--- src/rtl/crc_stream_if.sv ---
// Serial bit-stream bundle between the packet layer, the CRC engine and the
// bit-stuffing/NRZI stages: per-packet controls, data bit, stalls and check result.
interface crc_stream_if;
  logic mode;
  logic start;
  logic pkttype;
  logic inb;
  logic recving;
  logic pause_out;
  logic outb;
  logic sending;
  logic pause_in;
  logic crc_valid;
  logic crc_ok;

  modport master (
    output mode, start, pkttype, inb, recving, pause_out,
    input  outb, sending, pause_in, crc_valid, crc_ok
  );

  modport slave (
    input  mode, start, pkttype, inb, recving, pause_out,
    output outb, sending, pause_in, crc_valid, crc_ok
  );
endinterface

--- src/rtl/crc_stream_engine.sv ---
// Serial CRC engine with two selectable profiles: passes the packet through and
// either appends the inverted CRC (generate) or compares against the residual (check).
module crc_stream_engine #(
  parameter int              W_S     = 5,
  parameter logic [W_S-1:0]  POLY_S  = 5'h05,
  parameter logic [W_S-1:0]  RESID_S = 5'h0C,
  parameter int              W_L     = 16,
  parameter logic [W_L-1:0]  POLY_L  = 16'h8005,
  parameter logic [W_L-1:0]  RESID_L = 16'h800D
) (
  input  logic clk,
  input  logic rst_L,
  crc_stream_if.slave bus
);

  localparam int CNT_W = (W_L > 1) ? $clog2(W_L) : 1;
  localparam logic [W_L-1:0]   MASK_L   = '1;
  localparam logic [W_L-1:0]   MASK_S   = MASK_L >> (W_L - W_S);
  localparam logic [W_L-1:0]   POLY_SX  = W_L'(POLY_S);
  localparam logic [W_L-1:0]   RESID_SX = W_L'(RESID_S);
  localparam logic [CNT_W-1:0] LAST_S   = CNT_W'(W_S - 1);
  localparam logic [CNT_W-1:0] LAST_L   = CNT_W'(W_L - 1);

  typedef enum logic [1:0] {IDLE, CALC, APPEND} state_t;

  state_t           state_q, state_d;
  logic [W_L-1:0]   crc_q, crc_d;
  logic [CNT_W-1:0] cnt_q, cnt_d;
  logic             mode_q, mode_d;
  logic             type_q, type_d;
  logic             ok_q, ok_d;
  logic [CNT_W-1:0] last_idx;
  logic [CNT_W-1:0] bit_idx;
  logic             app_bit;

  function automatic logic [W_L-1:0] prof_mask(input logic t);
    return t ? MASK_L : MASK_S;
  endfunction

  // One serial CRC step; bits above the active profile width stay zero.
  function automatic logic [W_L-1:0] crc_shift(input logic [W_L-1:0] r,
                                               input logic b, input logic t);
    logic fb;
    fb = b ^ (t ? r[W_L-1] : r[W_S-1]);
    return ((r << 1) & prof_mask(t)) ^ (fb ? (t ? POLY_L : POLY_SX) : '0);
  endfunction

  // CRC is emitted MSB first, inverted.
  assign last_idx = type_q ? LAST_L : LAST_S;
  assign bit_idx  = last_idx - cnt_q;
  assign app_bit  = ~crc_q[bit_idx];

  always_ff @(posedge clk or negedge rst_L) begin
    if (!rst_L) begin
      state_q <= IDLE;
      crc_q   <= '1;
      cnt_q   <= '0;
      mode_q  <= 1'b0;
      type_q  <= 1'b0;
      ok_q    <= 1'b0;
    end else begin
      state_q <= state_d;
      crc_q   <= crc_d;
      cnt_q   <= cnt_d;
      mode_q  <= mode_d;
      type_q  <= type_d;
      ok_q    <= ok_d;
    end
  end

  always_comb begin
    state_d       = state_q;
    crc_d         = crc_q;
    cnt_d         = cnt_q;
    mode_d        = mode_q;
    type_d        = type_q;
    ok_d          = ok_q;
    bus.outb      = bus.inb;
    bus.sending   = 1'b0;
    bus.pause_in  = 1'b0;
    bus.crc_valid = 1'b0;
    bus.crc_ok    = ok_q;

    unique case (state_q)
      IDLE: begin
        // The marker bit passes through but is not part of the CRC.
        if (bus.start && bus.recving) begin
          state_d     = CALC;
          crc_d       = prof_mask(bus.pkttype);
          mode_d      = bus.mode;
          type_d      = bus.pkttype;
          ok_d        = 1'b0;
          bus.sending = 1'b1;
        end
      end

      CALC: begin
        if (bus.recving) begin
          bus.sending  = 1'b1;
          bus.pause_in = bus.pause_out;
          if (!bus.pause_out) crc_d = crc_shift(crc_q, bus.inb, type_q);
        end else if (!mode_q) begin
          // First CRC bit goes out in the same cycle the payload ends.
          bus.sending  = 1'b1;
          bus.pause_in = 1'b1;
          bus.outb     = app_bit;
          if (!bus.pause_out) cnt_d = cnt_q + CNT_W'(1);
          state_d = APPEND;
        end else begin
          bus.crc_valid = 1'b1;
          ok_d          = (crc_q == (type_q ? RESID_L : RESID_SX));
          bus.crc_ok    = ok_d;
          state_d       = IDLE;
        end
      end

      APPEND: begin
        bus.sending  = 1'b1;
        bus.pause_in = 1'b1;
        bus.outb     = app_bit;
        if (!bus.pause_out) begin
          if (cnt_q == last_idx) begin
            cnt_d   = '0;
            state_d = IDLE;
          end else begin
            cnt_d = cnt_q + CNT_W'(1);
          end
        end
      end

      default: state_d = IDLE;
    endcase
  end

endmodule

--- src/flat_wrapper.sv ---
// flat-port wrapper written by rule: the top's interface ports become plain ports
module crc_stream_engine_flat 
#(
  parameter int              W_S     = 5,
  parameter logic [W_S-1:0]  POLY_S  = 5'h05,
  parameter logic [W_S-1:0]  RESID_S = 5'h0C,
  parameter int              W_L     = 16,
  parameter logic [W_L-1:0]  POLY_L  = 16'h8005,
  parameter logic [W_L-1:0]  RESID_L = 16'h800D
)
  (clk, rst_L, bus_mode, bus_start, bus_pkttype, bus_inb, bus_recving, bus_pause_out, bus_outb, bus_sending, bus_pause_in, bus_crc_valid, bus_crc_ok);
  crc_stream_if bus_i ();
  input  logic clk;
  input  logic rst_L;
  input wire logic [$bits(bus_i.mode)-1:0] bus_mode;
  input wire logic [$bits(bus_i.start)-1:0] bus_start;
  input wire logic [$bits(bus_i.pkttype)-1:0] bus_pkttype;
  input wire logic [$bits(bus_i.inb)-1:0] bus_inb;
  input wire logic [$bits(bus_i.recving)-1:0] bus_recving;
  input wire logic [$bits(bus_i.pause_out)-1:0] bus_pause_out;
  output wire logic [$bits(bus_i.outb)-1:0] bus_outb;
  output wire logic [$bits(bus_i.sending)-1:0] bus_sending;
  output wire logic [$bits(bus_i.pause_in)-1:0] bus_pause_in;
  output wire logic [$bits(bus_i.crc_valid)-1:0] bus_crc_valid;
  output wire logic [$bits(bus_i.crc_ok)-1:0] bus_crc_ok;
  assign bus_i.mode = bus_mode;
  assign bus_i.start = bus_start;
  assign bus_i.pkttype = bus_pkttype;
  assign bus_i.inb = bus_inb;
  assign bus_i.recving = bus_recving;
  assign bus_i.pause_out = bus_pause_out;
  assign bus_outb = bus_i.outb;
  assign bus_sending = bus_i.sending;
  assign bus_pause_in = bus_i.pause_in;
  assign bus_crc_valid = bus_i.crc_valid;
  assign bus_crc_ok = bus_i.crc_ok;
  crc_stream_engine #(.W_S(W_S), .POLY_S(POLY_S), .RESID_S(RESID_S), .W_L(W_L), .POLY_L(POLY_L), .RESID_L(RESID_L)) u_core (.clk(clk), .rst_L(rst_L), .bus(bus_i));
endmodule
--- config.mk ---
export PLATFORM = sky130hd
export DESIGN_NAME = crc_stream_engine_flat
export DESIGN_NICKNAME = d
export VERILOG_FILES = /design/src/rtl/crc_stream_if.sv /design/src/rtl/crc_stream_engine.sv /design/src/flat_wrapper.sv
export SDC_FILE = /design/constraint.sdc
export NUM_CORES = 1
export LEC_CHECK = 0
export BUFFER_PORTS_ARGS = -buffer_cell sky130_fd_sc_hd__buf_2
export CORE_MARGIN = 2
export CORE_UTILIZATION = 59
export DETAILED_ROUTE_END_ITERATION = 8
export PLACE_DENSITY = 0.9
export SYNTH_ARGS = -nofsm -noshare
export SYNTH_HDL_FRONTEND = slang
export SYNTH_SLANG_ARGS = --single-unit
--- constraint.sdc ---
create_clock -name clk -period 3.2 [get_ports clk]
set_clock_uncertainty 0.05 [all_clocks]
set_input_delay 0.48 -clock clk [delete_from_list [all_inputs] [get_ports clk]]
set_output_delay 0.48 -clock clk [all_outputs]
set_load 0.02 [all_outputs]
After elaboration in Yosys (flattened, before gate mapping)
Index checks and enable logic that the tools add are counted.

Register bits after elaboration: 25. Output and inout bits: 5. Logic and storage cells: 75.

Add/subtract/negate cells: 2. $lt $le $gt $ge: 1. Equality and inequality tests: 11. Multiplexer cells: 42. Bitwise operators: 4. Reductions and logical operators: 9.

Operators with widths (count): two-way mux 16 bit (8); one-hot mux 16 bit (2 select lines) (1); two-way mux 4 bit (6); bitwise AND 16 bit (1); == test 16 bit (1); bitwise XOR 16 bit (1); two-way mux 1 bit (15); two-way mux 2 bit (5); != test 2 bit, second input constant (5); one-hot mux 4 bit (2 select lines) (1); AND reduction 4 bit (2); one-hot mux 1 bit (2 select lines) (3); one-hot mux 2 bit (3 select lines) (1); less-than comparator 4 x 5 -> 1 bit, second input constant (1); AND reduction 5 bit (1); adder 4 x 1 -> 4 bit, second input constant (1); binary-select mux 1 bit (select 4 bit) (1); == test 4 bit (1); != test 2 x 1 -> 1 bit, second input constant (2); AND reduction 2 bit (2); nonzero test 2 bit (2); subtractor 4 bit (1); one-hot mux 1 bit (3 select lines) (1); == test 2 x 1 -> 1 bit, second input constant (1); other kinds (5) (5).

Logic depth before layout (Yosys ltp)
Gate-level depths: netlist (run 1).

Depth after elaboration: 8. Gate-level depth with buffers: 8. Gate-level depth less buffers: 8.

Least setup slack after synthesis (run 1)
No wires, ideal clock.

Path kind: reg2out. Start point: register u_core.type_q. End point: output port bus_outb. Data arrival time: 2413 ps. Data required time: 2670 ps. Path slack: 257 ps. Cell stages (with the launch flop): 9. Path buffers: 0. Cells stage by stage: dfrtp_1 -> inv_1 -> ha_1 -> inv_1 -> fa_1 -> mux4_1 -> mux2_2 -> or4_1 -> o311ai_1.

Cells in the longest elaborated chain, start to end: 8.

RTL lines: start: declaration (line crc_stream_engine.sv:30) `logic type_q, type_d;`; start signal: assignment (line crc_stream_engine.sv:66) `type_q <= type_d;`; two-way mux 4 bit * (line crc_stream_engine.sv:49) `assign last_idx = type_q ? LAST_L : LAST_S;`; subtractor 4 bit * (line crc_stream_engine.sv:50) `assign bit_idx = last_idx - cnt_q;`; binary-select mux 1 bit (select 4 bit) * (line crc_stream_engine.sv:51) `assign app_bit = ~crc_q[bit_idx];`; two-way mux 1 bit (not written as such) * (line crc_stream_engine.sv:51); inverter 1 bit * (line crc_stream_engine.sv:51); two-way mux 1 bit (line crc_stream_engine.sv:102) `end else if (!mode_q) begin`; two-way mux 1 bit (line crc_stream_engine.sv:98) `if (bus.recving) begin`; one-hot mux 1 bit (2 select lines) * (line crc_stream_engine.sv:84) `unique case (state_q)`; end: declaration (line flat_wrapper.sv:21) `output wire logic [$bits(bus_i.outb)-1:0] bus_outb;`.

Mark *: on every way between the ends. The rest lies on a longest branch, timed or not. The select of a mux whose other input is x is not followed.

Worst setup path after layout (run 1)
Start point: register u_core.cnt_q[0]. End point: output port bus_outb.

Cells in the longest elaborated chain, start to end: 7.

RTL lines: start: declaration (line crc_stream_engine.sv:28) `logic [CNT_W-1:0] cnt_q, cnt_d;`; start signal: assignment (line crc_stream_engine.sv:64) `cnt_q <= cnt_d;`; subtractor 4 bit * (line crc_stream_engine.sv:50); binary-select mux 1 bit (select 4 bit) * (line crc_stream_engine.sv:51); two-way mux 1 bit (not written as such) * (line crc_stream_engine.sv:51); inverter 1 bit * (line crc_stream_engine.sv:51); two-way mux 1 bit (line crc_stream_engine.sv:102); two-way mux 1 bit (line crc_stream_engine.sv:98); one-hot mux 1 bit (2 select lines) * (line crc_stream_engine.sv:84).

Marks and branches as above.

==> results of run 1 <==
-- power by group through the flow --
stage / clock network, mW / registers [mW] / logic (mW)
final: 0.148 / 0.721 / 1.30
after floorplan: 0 / 0.659 / 0.884
after CTS: 0.155 / 0.706 / 1.21
after global routing: 0.170 / 0.738 / 1.43
after detailed placement: 0 / 0.713 / 1.12
after global placement: 0 / 0.699 / 1.06
-- flip-flops by register name, summed over array words and instances, names as in the netlist --
register / flops
u_core.state_q: 2
u_core.type_q: 1
u_core.crc_q: 16
u_core.mode_q: 1
u_core.ok_q: 1
u_core.cnt_q: 4
-- cells in the mapped netlist (2+ instances only) --
master | number | area (µm²)
nand2_1 | 22 | 82.6
o22ai_1 | 2 | 12.5
o21ai_1 | 2 | 10.0
and3_1 | 2 | 12.5
a31oi_1 | 3 | 18.8
o221ai_1 | 2 | 17.5
nor4b_1 | 2 | 17.5
dfrtp_1 | 9 | 225
xor2_1 | 2 | 17.5
clkbuf_1 | 6 | 22.5
inv_1 | 9 | 33.8
xnor3_1 | 2 | 45.0
mux2_2 | 6 | 67.6
o211ai_1 | 2 | 15.0
mux4_1 | 4 | 105
dfstp_2 | 16 | 420
a21oi_1 | 14 | 70.1
nand3_1 | 4 | 20.0
o21ai_0 | 22 | 110
nor2b_1 | 5 | 31.3
nor4_1 | 2 | 12.5
ha_1 | 7 | 87.6
nor2_1 | 9 | 33.8
-- kinds of logic (layout without fill, tap and decap cells) --
| kind of cell | Yosys count | count (layout) | synth area share, % |
|---|---|---|---|
| buffers and inverters | 17 | 31 | 3.94 |
| muxes | 11 | 11 | 11.1 |
| DFF | 25 | 25 | 39.1 |
| xor gates and xnor gates | 5 | 5 | 4.32 |
| adders and majority gates | 8 | 8 | 6.51 |
| AOI/OAI and AO/OA | 55 | 55 | 19.4 |
| and+or+nand+nor | 53 | 53 | 15.7 |
-- how the worst min path moves through the flow --
stage / end / slack [ps] / cells after the start
3_3_place_gp: u_core.cnt_q[2] / 440 / 1
2_1_floorplan: u_core.cnt_q[0] / 130 / 0
3_5_place_dp: u_core.crc_q[12] / 440 / 2
5_1_grt: u_core.cnt_q[2] / 100 / 1
4_1_cts: u_core.cnt_q[1] / 90 / 1
6_report: u_core.cnt_q[2] / 70 / 1
-- routing by layer --
layer / global-route usage, % / up-vias / share of wire (%)
li1: - / 657 / -
met4: 9.30 / 0 / 2.3
met2: 41.2 / 77 / 50
met1: 32.8 / 690 / 41
met5: 0 / - / 0
met3: 3.46 / 16 / 7.1
-- cells in the final DEF (no fill, tap or decap), types with 3 or more instances in the layout --
master,Yosys,final
a21oi_1,14,14
nor2b_1,5,5
dfstp_2,16,16
o21ai_0,22,22
dfrtp_1,9,9
mux2_2,6,5
mux4_1,4,3
ha_1,7,6
buf_4,0,5
inv_1,9,7
nand2_1,22,22
nor2_1,9,9
nand3_1,4,4
a31oi_1,3,3
buf_2,1,11
clkbuf_4,0,3
-- through the flow --
stage	setup WS, ps	util (%)
2_1_floorplan	257	-
3_3_place_gp	247	64.6
3_5_place_dp	160	64.6
4_1_cts	-163	66.8
5_1_grt	-192	67.8
6_report	-120	67.8
-- what timing repair did --
action	CTS	global route
pin swaps	3	1
setup buffers	2	0
endpoints found under the setup margin	1	1
resized for setup	7	5
-- cell type report --
class / instances / area, µm²
clock buffer: 3 / 22.5
clock inverter: 1 / 6.26
fill: 199 / 872
inverter: 10 / 37.5
multi-input combinational: 132 / 983
sequential: 25 / 646
tap: 31 / 38.8
timing repair buffer: 17 / 104
==> reports/results.txt, run 1 <==
RR Startpoint: u_core.state_q[1]
RSZ-0062 raised after global routing: yes
Top FF cell, synth: dfstp_2
Seq/Total Area, Yosys: 39.1%
I/O pin cnt: 13
first drt pass iteration count: 4
Worst-Skew Late Latency: 320 ps
# placed instances: 213
kind of cell adding the most delay to the critical path: adder cells
Final WS setup: -120 ps
RR Endpoint: u_core.crc_q[13]
largest net degree at the start of global routing: 33
clk slew on worst S/H paths: 150 ps
Flop pwr share: 33.2%
relative slew slack: 50.9%
Worst path depth: 8
initial antenna violation count: 0
Pleak: 0.798 nW
critical path required time: 2670 ps
critical-path cell list: ha_4, inv_2, fa_2, mux4_2, mux2_4, or4_4, o311ai_4, buf_6
PnR Total Power: 2.17 mW
Synth cell types: 43
area grow syn2layout: 11.3%
grt ovf: 0
Final setup viols: 1
failing checks: setup timing
Hold WS: 69.7 ps
Synth Warn #: 0
HP Class: input port to asynchronous set/reset pin
Post-synth EDFFs: 0
Crit-path slowest cell: fa_2
Antenna diodes: 0
Die H: 56.9 µm
layout cells sized above 1: 28.2%
Yosys reg bits: 25
starting DRC count in detailed routing: 92
number of buffers inserted by port buffering: 12
P_int: 1.22 mW
setup TNS: -120 ps
Longest Clk Path Bufs: 2
Startpoint Class: register
switching power: 0.949 mW
crit path buf inv count: 2
DIE WIDTH: 56.9 µm
via/cell ratio: 6.58
Post-route DRC: 0
worst slew pin tran: 735 ps
crit path from: u_core.cnt_q[0]
Initial Utilization: 60.9%
GRT Overall Usage: 24.7%
Core Rows: 19
vias in the first global route: 1449
Final Critical Period: 3320 ps
reg2reg setup slack: 900 ps
Hold Fails Final Rpt: 0
Post-Syn Area: 1650 µm²
DPL Wire Length: 2.61 mm
GPL Wtd Cong: 0.852
nets: 205
Switching Share: 43.7%
Synth Net Count: 190
crit path capture type: primary output
worst setup path endpoint: bus_outb
outcome: finished, violations left
Max Fclk: 0.301 GHz
root buffer cell: clkbuf_4
drt wl/cell: 17.3 µm
clock power share: 6.8%
first-pass GRT wire length: 6.35 mm
Post-Place Cell Area: 1750 µm²
max cap viols: 0
design area: 1840 µm²
Pins Over Slew Limit: 0
CP Max Fanout: 3
WP data arrival: 2790 ps
Routed Antenna Nets: 0
total length of routed wires: 3.80 mm
Finished Layout Cells: 219
CP Class: register to primary output
cells after synthesis: 174
CP peak stage delay: 550 ps
Vias: 1440
FF-to-FF path depth: 7
clock sinks: 25
cts hold-fix bufs: 0
Synth async-reset ratio: 100%
DIE AREA: 3240 µm²
Comb power frac: 59.9%
CTS Buf Count: 3
fin crit share: 104%
syn avg cell area: 9.49 µm²
htree depth: 1
pwr dens: 1180 nW/µm²
core box area: 2710 µm²
TritonCTS clock tree: built
VDD IR-drop max: 0.719 mV
(Power assumes the default switching activity.)
==> run 2, diff against run 1 <==
--- a/config.mk
+++ b/config.mk
@@ -9,7 +9,7 @@
 export CORE_MARGIN = 2
 export CORE_UTILIZATION = 59
 export DETAILED_ROUTE_END_ITERATION = 8
-export PLACE_DENSITY = 0.9
+export PLACE_DENSITY = 0.79
 export SYNTH_ARGS = -nofsm -noshare
 export SYNTH_HDL_FRONTEND = slang
 export SYNTH_SLANG_ARGS = --single-unit
==> reports/results.txt, run 2 (synthesis gave the netlist of run 1 again) <==
outcome: finished, violations left
failing checks: setup timing
pwr dens: 1150 nW/µm²
critical-path cell list: inv_2, ha_4, inv_2, fa_2, mux4_2, mux2_4, or4_4, o311ai_4, buf_6
vias in the first global route: 1213
drt wl/cell: 16.2 µm
area grow syn2layout: 11.7%
WP data arrival: 2830 ps
Hold Fails Final Rpt: 0
VDD IR-drop max: 0.761 mV
total length of routed wires: 3.56 mm
first drt pass iteration count: 4
initial antenna violation count: 0
Final setup viols: 1
Core Rows: 19
commonest cells after routing, fill and taps aside: 22 x o21ai_0, 22 x nand2_1, 16 x dfstp_2, 14 x a21oi_1, 11 x buf_2
largest net degree at the start of global routing: 26
critical path required time: 2670 ps
clk slew on worst S/H paths: 140 ps
htree depth: 1
number of buffers inserted by port buffering: 12
CP Class: register to primary output
root buffer cell: clkbuf_4
Startpoint Class: register
I/O pin cnt: 13
Routed Antenna Nets: 0
Biggest register: u_core.crc_q
DIE AREA: 3240 µm²
clock sinks: 25
Longest Clk Path Bufs: 2
CP peak stage delay: 600 ps
Max Fclk: 0.298 GHz
via/cell ratio: 6.27
GPL Wtd Cong: 0.877
Post-route DRC: 0
kind of cell adding the most delay to the critical path: adder cells
Largest regs: u_core.crc_q: 16 flops, u_core.cnt_q: 4 flops, u_core.state_q: 2 flops
TritonCTS clock tree: built
max reg flops: 16
grt ovf: 0
crit path buf inv count: 3
HP Class: input port to asynchronous set/reset pin
gr busiest metal: met2
CP Max Fanout: 4
nets: 206
met3 Usage GRT: 2.76%
starting DRC count in detailed routing: 93
CP dominant cell by count: inv_2
Crit-path slowest cell: fa_2
Die H: 56.9 µm
DIE WIDTH: 56.9 µm
worst slew pin tran: 727 ps
relative slew slack: 51.4%
max cap viols: 0
GRT Overall Usage: 22.8%
layout cells sized above 1: 28.6%
Initial Utilization: 60.9%
met2 Use GR: 36.1%
fin crit share: 105%
design area: 1850 µm²
Pleak: 0.803 nW
core box area: 2710 µm²
Pins Over Slew Limit: 0
Post-Place Cell Area: 1750 µm²
first-pass GRT wire length: 5.78 mm
DPL Wire Length: 2.58 mm
Final WS setup: -157 ps
Setup WS pre-CTS: 201 ps
cts hold-fix bufs: 0
Final Critical Period: 3360 ps
RSZ-0062 raised after global routing: yes
Vias: 1380
Antenna diodes: 0
met1 Usage GRT: 33.7%
CTS Buf Count: 3
crit path capture type: primary output
Worst-Skew Late Latency: 320 ps
-- run 2: cell count changes in the layout (fill, tap and decap cells not counted), sizes merged --
cell  previous run  this run
buf             17        18
-- run 2: worst paths after layout --
| kind | startpoint | to | slack, ps | depth (start not counted) |
|---|---|---|---|---|
| setup / recovery | u_core.type_q | bus_outb | -160 | 9 |
| hold / removal | rst_L | u_core.cnt_q[2] | 70 | 1 |
| setup reg to reg | u_core.state_q[1] | u_core.crc_q[7] | 920 | 7 |
| hold reg to reg | u_core.crc_q[5] | u_core.crc_q[5] | 460 | 2 |
| max in group asynchronous | rst_L | u_core.crc_q[15] | 2660 | 1 |
| min in group clk | bus_mode | u_core.mode_q | 330 | 2 |
-- run 2: cell type report --
type / instances / area (µm²)
Tap cell: 31 / 38.8
Timing Repair Buffer: 18 / 111
Sequential cell: 25 / 646
Fill cell: 223 / 865
Inverter: 10 / 37.5
Multi-Input combinational cell: 132 / 983
Clock inverter: 1 / 6.26
Clock buffer: 3 / 22.5
-- run 2: through the flow --
stage | instances | hold slack [ps] | TNS (ps) | total power, mW | utilization [%]
after floorplan | 174 | 134 | 0 | 1.54 | -
after global placement | 213 | 438 | 0 | 1.77 | 64.6
after detailed placement | 213 | 440 | 0 | 1.82 | 64.6
after CTS | 217 | 93.4 | -167 | 1.98 | 65.8
after global routing | 220 | 107 | -272 | 2.30 | 68.1
final | 220 | 73.7 | -157 | 2.12 | 68.1
-- run 2: timing repair --
action	4_1_cts	5_1_grt
setup endpoints to repair	1	1
setup buffers	0	3
gates cloned	0	0
gates resized for setup	1	11
pin swaps	0	1
-- run 2: per-layer routing --
layer | part of all wire (%) | wire length [µm] | vias to the layer above
li1 | - | - | 665
met1 | 46 | 1630 | 673
met2 | 49 | 1740 | 36
met3 | 4.6 | 163 | 6
met4 | 0.79 | 28 | 0
met5 | 0 | 0 | -
-- run 2: power breakdown --
group / total (mW) / internal [mW] / leakage (nW) / switching [mW]
combinational: 1.26 / 0.626 / 0.505 / 0.634
sequential: 0.715 / 0.536 / 0.280 / 0.179
clock: 0.148 / 0.0486 / 0.0183 / 0.0989
total: 2.12 / 1.21 / 0.803 / 0.912
==> run 3, diff against run 2 <==
--- a/config.mk
+++ b/config.mk
@@ -7,9 +7,9 @@
 export LEC_CHECK = 0
 export BUFFER_PORTS_ARGS = -buffer_cell sky130_fd_sc_hd__buf_2
 export CORE_MARGIN = 2
-export CORE_UTILIZATION = 59
+export CORE_UTILIZATION = 50
 export DETAILED_ROUTE_END_ITERATION = 8
-export PLACE_DENSITY = 0.79
+export PLACE_DENSITY = 0.68
 export SYNTH_ARGS = -nofsm -noshare
 export SYNTH_HDL_FRONTEND = slang
 export SYNTH_SLANG_ARGS = --single-unit
==> reports/results.txt, run 3 (synthesis gave the netlist of run 1 again) <==
Final Critical Period: 3340 ps
max reg flops: 16
Antenna diodes: 0
Longest Clk Path Bufs: 2
nets: 205
Post-route DRC: 0
Pleak: 0.784 nW
layout cells sized above 1: 26.6%
Die H: 61.5 µm
fin crit share: 104%
htree depth: 1
Flop pwr share: 34.2%
# placed instances: 226
max cap viols: 0
DPL Wire Length: 2.68 mm
Comb power frac: 58.6%
WP data arrival: 2810 ps
first-pass GRT wire length: 5.76 mm
Hold WS: 72.0 ps
grt ovf: 0
Final setup viols: 1
crit path capture type: primary output
FILL cells: 283
worst slew pin tran: 714 ps
CTS Buf Count: 3
GRT Overall Usage: 20.7%
Startpoint Class: register
vias in the first global route: 1273
clk slew on worst S/H paths: 140 ps
commonest cells after routing, fill and taps aside: 22 x o21ai_0, 22 x nand2_1, 16 x dfstp_2, 14 x a21oi_1, 12 x buf_2
clock sinks: 25
failing checks: setup timing
total length of routed wires: 3.57 mm
DIE AREA: 3780 µm²
GPL Wtd Cong: 0.882
design area: 1820 µm²
switching power: 0.884 mW
CP Class: register to primary output
outcome: finished, violations left
Switching Share: 42.8%
HP Class: input port to asynchronous set/reset pin
CP peak stage delay: 560 ps
VDD IR-drop max: 0.460 mV
drt wl/cell: 15.4 µm
cts hold-fix bufs: 0
relative slew slack: 52.3%
number of buffers inserted by port buffering: 12
Final WS setup: -140 ps
clock power share: 7.2%
largest net degree at the start of global routing: 33
pwr dens: 1130 nW/µm²
DIE WIDTH: 61.5 µm
critical-path cell list: inv_2, ha_4, inv_1, fa_2, mux4_2, mux2_2, or4_1, o311ai_1, buf_2
Largest regs: u_core.crc_q: 16 flops, u_core.cnt_q: 4 flops, u_core.state_q: 2 flops
I/O pin cnt: 13
area grow syn2layout: 10.4%
initial antenna violation count: 0
Finished Layout Cells: 232
Initial Utilization: 53.2%
Post-Place Cell Area: 1770 µm²
root buffer cell: clkbuf_4
Hold Fails Final Rpt: 0
core box area: 3100 µm²
TritonCTS clock tree: built
via/cell ratio: 5.92
Core Rows: 20
starting DRC count in detailed routing: 75
post-layout util: 58.8%
Worst-Skew Late Latency: 320 ps
Vias: 1374
Biggest register: u_core.crc_q
Routed Antenna Nets: 0
Max Fclk: 0.299 GHz
RSZ-0062 raised after global routing: yes
first drt pass iteration count: 4
critical path required time: 2670 ps
CP Max Fanout: 3
PnR Total Power: 2.07 mW
Pins Over Slew Limit: 0
Crit-path slowest cell: fa_2
P_int: 1.18 mW
run 3: layer usage:
layer  track usage (%)  routed length (µm)
met1              30.6                1680
met3              2.52                 185
met5                 0                   0
met4              6.38                  36
met2              31.9                1670
run 3: power groups by stage:
stage	sequential, mW	clock, mW	combinational (mW)
CTS	0.702	0.156	1.18
global placement	0.708	0	1.07
detailed placement	0.711	0	1.12
global route	0.727	0.170	1.34
floorplan	0.659	0	0.884
finish	0.707	0.149	1.21
run 3: final timing paths:
check / start / to / slack, ps / depth (start not counted)
setup / recovery: u_core.type_q / bus_outb / -140 / 9
hold / removal: rst_L / u_core.type_q / 70 / 1
hold reg to reg: u_core.crc_q[5] / u_core.crc_q[5] / 460 / 2
max in group asynchronous: rst_L / u_core.crc_q[4] / 2660 / 1
setup reg to reg: u_core.state_q[1] / u_core.crc_q[6] / 960 / 7
min in group clk: bus_mode / u_core.mode_q / 320 / 2
run 3: final cells by class:
| cell class | instances | area, µm² | area share [%] |
|---|---|---|---|
| inverters | 10 | 37.5 | 2.06 |
| clock buffers | 3 | 22.5 | 1.24 |
| flip-flops and latches | 25 | 646 | 35.4 |
| clock inverters | 1 | 6.26 | 0.343 |
| multi-input cells | 132 | 958 | 52.6 |
| repair buffers | 17 | 97.6 | 5.35 |
| well taps | 44 | 55.1 | 3.02 |
run 3: timing repair:
item / 4_1_cts / 5_1_grt
endpoints found under the setup margin: 1 / 1
gates resized for setup: 5 / 0
setup buffers: 1 / 1
pin swaps: 2 / 1
run 3: worst max-delay path, delay by kind of cell (launching register included):
family / cells / cell delay, ps
AO/OA/AOI/OAI: 1 / 80
adder cells (fa/ha/maj): 2 / 690
buffers and inverters: 3 / 330
flip-flops: 1 / 410
multiplexers: 2 / 590
AND/OR/NAND/NOR: 1 / 390
run 3: through the flow:
step / TNS, ps / worst slack, ps
5_1_grt: -215 / -215
2_1_floorplan: 0 / 257
3_5_place_dp: 0 / 154
4_1_cts: -191 / -191
3_3_place_gp: 0 / 275
6_report: -140 / -140
